File: src/rtl/cellrv32_vrf_wr_arbiter_pkg.sv
// Shared types for the VRF write-port arbiter.
package cellrv32_package;

  typedef enum logic [1:0] {
    VWR_NONE,
    VWR_EX,
    VWR_LD,
    VWR_BOTH
  } vrf_wr_src_e;

endpackage

File: src/rtl/cellrv32_vrf_wr_grant.sv
// Grant decision for the VRF write port: EX/load arbitration with a load starvation bound.
// Same-register, disjoint-mask merging is enabled by defining CELLRV32_VRF_WR_MERGE_EN.
module cellrv32_vrf_wr_grant
  import cellrv32_package::*;
#(
  parameter int unsigned STARVE_MAX = 3
`ifdef CELLRV32_VRF_WR_MERGE_EN
  ,
  parameter int unsigned AW       = 5,
  parameter int unsigned ELEMENTS = 4
`endif
) (
  input  logic                clk_i,
  input  logic                rstn_i,
  input  logic                ex_valid_i,
  input  logic                ld_valid_i,
`ifdef CELLRV32_VRF_WR_MERGE_EN
  input  logic [AW-1:0]       ex_addr_i,
  input  logic [ELEMENTS-1:0] ex_mask_i,
  input  logic [AW-1:0]       ld_addr_i,
  input  logic [ELEMENTS-1:0] ld_mask_i,
`endif
  output logic                ex_ready_o,
  output logic                ld_ready_o,
  output vrf_wr_src_e         src_o
);

  localparam int unsigned WaitW = (STARVE_MAX > 0) ? $clog2(STARVE_MAX + 1) : 1;
  localparam logic [WaitW-1:0] WaitMax = WaitW'(STARVE_MAX);

  logic [WaitW-1:0] r_ld_wait;
  logic [WaitW-1:0] w_ld_wait_d;
  logic             w_merge;
  logic             w_ld_due;
  logic             w_ex_gnt;
  logic             w_ld_gnt;

`ifdef CELLRV32_VRF_WR_MERGE_EN
  assign w_merge = ex_valid_i & ld_valid_i & (ex_addr_i == ld_addr_i) & ~|(ex_mask_i & ld_mask_i);
`else
  assign w_merge = 1'b0;
`endif

  // The counter saturates at WaitMax, so equality is the same as reaching the bound.
  assign w_ld_due = (r_ld_wait == WaitMax);

  always_comb begin
    w_ex_gnt    = 1'b0;
    w_ld_gnt    = 1'b0;
    w_ld_wait_d = '0;
    if (rstn_i) begin
      if (ex_valid_i && ld_valid_i) begin
        if (w_merge) begin
          w_ex_gnt = 1'b1;
          w_ld_gnt = 1'b1;
        end else if (w_ld_due) begin
          w_ld_gnt = 1'b1;
        end else begin
          w_ex_gnt = 1'b1;
        end
      end else begin
        w_ex_gnt = ex_valid_i;
        w_ld_gnt = ld_valid_i;
      end

      if (ld_valid_i && !w_ld_gnt) begin
        w_ld_wait_d = (r_ld_wait != WaitMax) ? r_ld_wait + WaitW'(1) : r_ld_wait;
      end
    end
  end

  always_ff @(posedge clk_i) begin
    if (!rstn_i) begin
      r_ld_wait <= '0;
    end else begin
      r_ld_wait <= w_ld_wait_d;
    end
  end

  always_comb begin
    src_o = VWR_NONE;
    unique case ({w_ld_gnt, w_ex_gnt})
      2'b01:   src_o = VWR_EX;
      2'b10:   src_o = VWR_LD;
      2'b11:   src_o = VWR_BOTH;
      default: src_o = VWR_NONE;
    endcase
  end

  assign ex_ready_o = w_ex_gnt;
  assign ld_ready_o = w_ld_gnt;

endmodule

File: src/rtl/cellrv32_vrf_wr_arbiter.sv
// VRF write-port scheduler: arbitrates EX vs load writes, registers the winner for one cycle
// and exports a pending-write bitmap. Define CELLRV32_VRF_WR_MERGE_EN to allow merged grants.
module cellrv32_vrf_wr_arbiter
  import cellrv32_package::*;
#(
  parameter int unsigned VREGS      = 32,
  parameter int unsigned ELEMENTS   = 4,
  parameter int unsigned DATA_WIDTH = 32,
  parameter int unsigned STARVE_MAX = 3,
  localparam int unsigned AW        = $clog2(VREGS)
) (
  input  logic                                 clk_i,
  input  logic                                 rstn_i,
  input  logic                                 ex_valid_i,
  output logic                                 ex_ready_o,
  input  logic [AW-1:0]                        ex_addr_i,
  input  logic [ELEMENTS-1:0]                  ex_mask_i,
  input  logic [ELEMENTS*DATA_WIDTH-1:0]       ex_data_i,
  input  logic                                 ld_valid_i,
  output logic                                 ld_ready_o,
  input  logic [AW-1:0]                        ld_addr_i,
  input  logic [ELEMENTS-1:0]                  ld_mask_i,
  input  logic [ELEMENTS-1:0][DATA_WIDTH-1:0]  ld_data_i,
  output logic [ELEMENTS-1:0]                  v_wr_en_o,
  output logic [AW-1:0]                        v_wr_addr_o,
  output logic [ELEMENTS*DATA_WIDTH-1:0]       v_wr_data_o,
  output logic [ELEMENTS-1:0]                  el_wr_en_o,
  output logic [AW-1:0]                        el_wr_addr_o,
  output logic [ELEMENTS-1:0][DATA_WIDTH-1:0]  el_wr_data_o,
  output logic [VREGS-1:0]                     pend_o
);

  vrf_wr_src_e                           w_src;
  logic                                  w_ex_take;
  logic                                  w_ld_take;
  logic [ELEMENTS-1:0]                   r_v_en;
  logic [AW-1:0]                         r_v_addr;
  logic [ELEMENTS*DATA_WIDTH-1:0]        r_v_data;
  logic [ELEMENTS-1:0]                   r_el_en;
  logic [AW-1:0]                         r_el_addr;
  logic [ELEMENTS-1:0][DATA_WIDTH-1:0]   r_el_data;
  logic [VREGS-1:0]                      w_pend;

  cellrv32_vrf_wr_grant #(
    .STARVE_MAX (STARVE_MAX)
`ifdef CELLRV32_VRF_WR_MERGE_EN
    ,
    .AW         (AW),
    .ELEMENTS   (ELEMENTS)
`endif
  ) u_grant (
    .clk_i      (clk_i),
    .rstn_i     (rstn_i),
    .ex_valid_i (ex_valid_i),
    .ld_valid_i (ld_valid_i),
`ifdef CELLRV32_VRF_WR_MERGE_EN
    .ex_addr_i  (ex_addr_i),
    .ex_mask_i  (ex_mask_i),
    .ld_addr_i  (ld_addr_i),
    .ld_mask_i  (ld_mask_i),
`endif
    .ex_ready_o (ex_ready_o),
    .ld_ready_o (ld_ready_o),
    .src_o      (w_src)
  );

  assign w_ex_take = (w_src == VWR_EX) || (w_src == VWR_BOTH);
  assign w_ld_take = (w_src == VWR_LD) || (w_src == VWR_BOTH);

  // Ungranted sources drop their enable but keep address/data from the last write.
  always_ff @(posedge clk_i) begin
    if (!rstn_i) begin
      r_v_en    <= '0;
      r_v_addr  <= '0;
      r_v_data  <= '0;
      r_el_en   <= '0;
      r_el_addr <= '0;
      r_el_data <= '0;
    end else begin
      r_v_en  <= w_ex_take ? ex_mask_i : '0;
      r_el_en <= w_ld_take ? ld_mask_i : '0;
      if (w_ex_take) begin
        r_v_addr <= ex_addr_i;
        r_v_data <= ex_data_i;
      end
      if (w_ld_take) begin
        r_el_addr <= ld_addr_i;
        r_el_data <= ld_data_i;
      end
    end
  end

  always_comb begin
    w_pend = '0;
    if (|r_v_en) begin
      w_pend[r_v_addr] = 1'b1;
    end
    if (|r_el_en) begin
      w_pend[r_el_addr] = 1'b1;
    end
  end

  assign v_wr_en_o    = r_v_en;
  assign v_wr_addr_o  = r_v_addr;
  assign v_wr_data_o  = r_v_data;
  assign el_wr_en_o   = r_el_en;
  assign el_wr_addr_o = r_el_addr;
  assign el_wr_data_o = r_el_data;
  assign pend_o       = w_pend;

endmodule

File: config.mk
export PLATFORM = sky130hd
export DESIGN_NAME = cellrv32_vrf_wr_arbiter
export DESIGN_NICKNAME = d
export VERILOG_FILES = /design/src/rtl/cellrv32_vrf_wr_arbiter_pkg.sv /design/src/rtl/cellrv32_vrf_wr_grant.sv /design/src/rtl/cellrv32_vrf_wr_arbiter.sv
export SDC_FILE = /design/constraint.sdc
export NUM_CORES = 1
export LEC_CHECK = 0
export CAP_MARGIN = 20
export CORE_AREA = 3 3 226 228
export CTS_CLUSTER_DIAMETER = 80
export DETAILED_ROUTE_END_ITERATION = 8
export DIE_AREA = 0 0 229 231
export DONT_BUFFER_PORTS = 1
export PLACE_DENSITY = 0.38
export RECOVER_POWER = 25
export SLEW_MARGIN = 30
export SYNTH_ARGS = -nofsm -noshare
export SYNTH_HDL_FRONTEND = slang
export SYNTH_SLANG_ARGS = --single-unit
File: constraint.sdc
create_clock -name clk_i -period 4.1 [get_ports clk_i]
set_input_delay 1.025 -clock clk_i [delete_from_list [all_inputs] [get_ports clk_i]]
set_output_delay 1.025 -clock clk_i [all_outputs]
set_load 0.01 [all_outputs]
==> impl_metrics.tcl <==
set metrics [dict create \
    violations "capacitance limit, slew limit" \
    cp_max_fo 8 \
    yosys_warnings 0 \
    ys.flop_type "dfxtp_1" \
    drcViolationCount 0 \
    nNetsFinal 1491 \
    core_um2 49100 \
    setup_viol 0 \
    cp-start-kind "flip-flop" \
    dr_total_vias 9098 \
    holdBufCountCts 0 \
    yosysMostFrequentCell "dfxtp_1" \
    io_buffer_count 0 \
    preCtsSetupSlack_ns 1.31 \
    setup-tns-final_ns 0 \
    grt_usage_pct 14.6 \
    setup_ws_ns 0.811 \
    grt_pass1_wl_um 59400 \
    period_share_pct 80.2 \
    row_count 81 \
    path_class "flip-flop to output pin" \
    antenna_found_initial 5 \
    clk_path_buf_depth 3 \
    worst_pin_slew_ns 1.66 \
    postRouteAntennaNets 0 \
    slew_headroom_pct -10.6 \
    ys_seq_area_share_pct 53.7 \
    clkTransAtPathRegs_ns 0.06 \
    crit_buf_inv 0 \
    ios 586 \
    dpl.hpwl_um 29000 \
    area_delta_synth_final_pct 14.7 \
    p_leak_nw 4.01 \
    synth_edf_count 0 \
    seq_area_um2 5530 \
    cts_buffers 35 \
    gp_congestion 0.830 \
    cp_top_family "simple AND/OR/NAND/NOR gates" \
    cts_setup_buffers 0 \
    dieWidth_um 229 \
    multi_input_area_um2 4210 \
    cts_root_buffer "clkbuf_16" \
    critPathRequiredTime_ns 3.07 \
    drv_cap 1 \
    numClockSinks 276 \
    finClkSkew_ns 0.0145 \
    synth_area_um2 10300 \
    syn_avg_cell_area_um2 8.01 \
    firstDrtPassIters 5 \
    grt_max_degree 142 \
    synthCells 1285 \
    finalHoldViolCount 0 \
    die_h_um 231 \
    synth_commonest_cells "dfxtp_1 (276), nand2_1 (273), a21oi_1 (266), nand3_1 (135), o21ai_0 (122)" \
    rsz0062_at_grt "false" \
    syn_nets 1564 \
    start_util_pct 21.0 \
    synth_top_area_cell "dfxtp_1" \
    crit_start "v_wr_en_o[1]" \
    crit_path_cell_trace "or4_1, nand2_1, o22ai_1" \
    tritoncts "yes" \
    drt_iter0_drc 634 \
    post-route-min-period_ns 3.29 \
    worstHoldStart "u_grant.r_ld_wait[0]" \
    crit_path_end_kind "output pin" \
    clk_latency_ns 0.53 \
    status "complete, but fails checks" \
    die_area_um2 52900 \
    drive_gt1_share_pct 5.76 \
    arrival_ns 2.26 \
    max_freq_mhz 304 \
    htree_levels 2 \
    hold_path_class "flip-flop to flip-flop" \
    grt_pass1_vias 8743 \
    slowest_stage "or4_1" \
    routed_wl_um 41500 \
    cpPeakStageDelay_ns 0.74 \
    drv_slew 37 \
    globalRouteOverflowTotal 0 \
    vias_per_cell 4.79 \
    nFillCells 5466 \
    regToRegStartpoint "u_grant.r_ld_wait[0]" \
    ctsResizeCount 0 \
    yosys_register_bits 276 \
    powerDensity_nw_per_um2 534 \
    ys_types 31 \
    max-vdd-ir-drop_mv 0.261 \
    synth_top_area_share_pct 53.7 \
    wl_per_cell_um 21.9 \
    async_flop_share_pct 0 \
    synth_area_leaders "dfxtp_1 (54%), a21oi_1 (13%), nand2_1 (10%)" \
]
## flip-flops by register name, summed over array words and instances, names as in the netlist
signal / flops
el_wr_data_o: 128
v_wr_data_o: 128
el_wr_addr_o: 5
v_wr_addr_o: 5
el_wr_en_o: 4
v_wr_en_o: 4
u_grant.r_ld_wait: 2
## layout make-up
type	instances	share of cell area [%]
clock inverters	8	0.583
clock buffers	50	8.59
repair buffers	16	1.11
multi-input cells	880	35.6
well taps	664	7.04
inverters	3	0.170
diodes	2	0.0424
flip-flops and latches	276	46.8
## placed cells by master, fill, tap and decap left out, types with 3 or more instances in the layout
cell type / Yosys / routed
clkbuf_16: 0 / 36
buf_12: 0 / 3
a21oi_1: 266 / 266
nand3b_2: 4 / 4
o21ai_1: 11 / 6
o21ai_0: 122 / 127
and3_1: 4 / 4
clkbuf_1: 70 / 15
nand2_1: 273 / 273
clkbuf_8: 0 / 6
o22ai_1: 32 / 32
nor2_1: 8 / 8
buf_4: 10 / 5
inv_6: 0 / 4
nand3_1: 135 / 135
dfxtp_1: 276 / 276
nand3b_1: 6 / 6
## kinds of logic (layout without fill, tap and decap cells)
logic type | count (synthesis) | count (layout) | share of synthesized area, %
AOI/OAI and AO/OA | 433 | 433 | 21.5
adders and majority gates | 1 | 1 | 0.122
buffers and inverters | 129 | 77 | 5.62
DFF | 276 | 276 | 53.7
other | 0 | 2 | 0
and+or+nand+nor | 446 | 446 | 19.0
## final timing paths
check / end / slack (ns) / depth (start not counted)
worst max-delay path: pend_o[16] / 0.81 / 3
worst max register to register: v_wr_data_o[47] / 0.83 / 6
worst min-delay path: u_grant.r_ld_wait[0] / 0.43 / 1
worst min register to register: u_grant.r_ld_wait[0] / 0.43 / 1
## stage by stage
| stage | cell area (um2) | total power [mW] | cells | hold slack [ns] | util, % |
|---|---|---|---|---|---|
| 2_1_floorplan | 10300 | 3.33 | 1285 | 0.407 | - |
| 3_3_place_gp | 10800 | 3.45 | 1837 | 0.419 | 21.9 |
| 3_5_place_dp | 10800 | 3.47 | 1839 | 0.429 | 22.0 |
| 4_1_cts | 11900 | 6.45 | 1897 | 0.437 | 24.2 |
| 5_1_grt | 11800 | 6.60 | 1897 | 0.483 | 24.0 |
| 6_report | 11800 | 6.31 | 1899 | 0.433 | 24.1 |
## per-layer routing
| metal | global-route usage (%) | wire, um | up-vias |
|---|---|---|---|
| li1 | - | - | 4275 |
| met1 | 15.7 | 14900 | 4269 |
| met2 | 24.8 | 20300 | 479 |
| met3 | 7.42 | 5010 | 71 |
| met4 | 5.00 | 1270 | 4 |
| met5 | 0 | 25 | - |
## where the power goes
group          internal, mW  switching, mW  leakage [nW]  total [mW]
clock                  1.72           1.20         0.529        2.92
combinational         0.115          0.266          1.22       0.381
sequential             2.82          0.184          2.27        3.00
total                  4.66           1.65          4.01        6.31
Note: power is estimated with default switching activity, not from simulation.
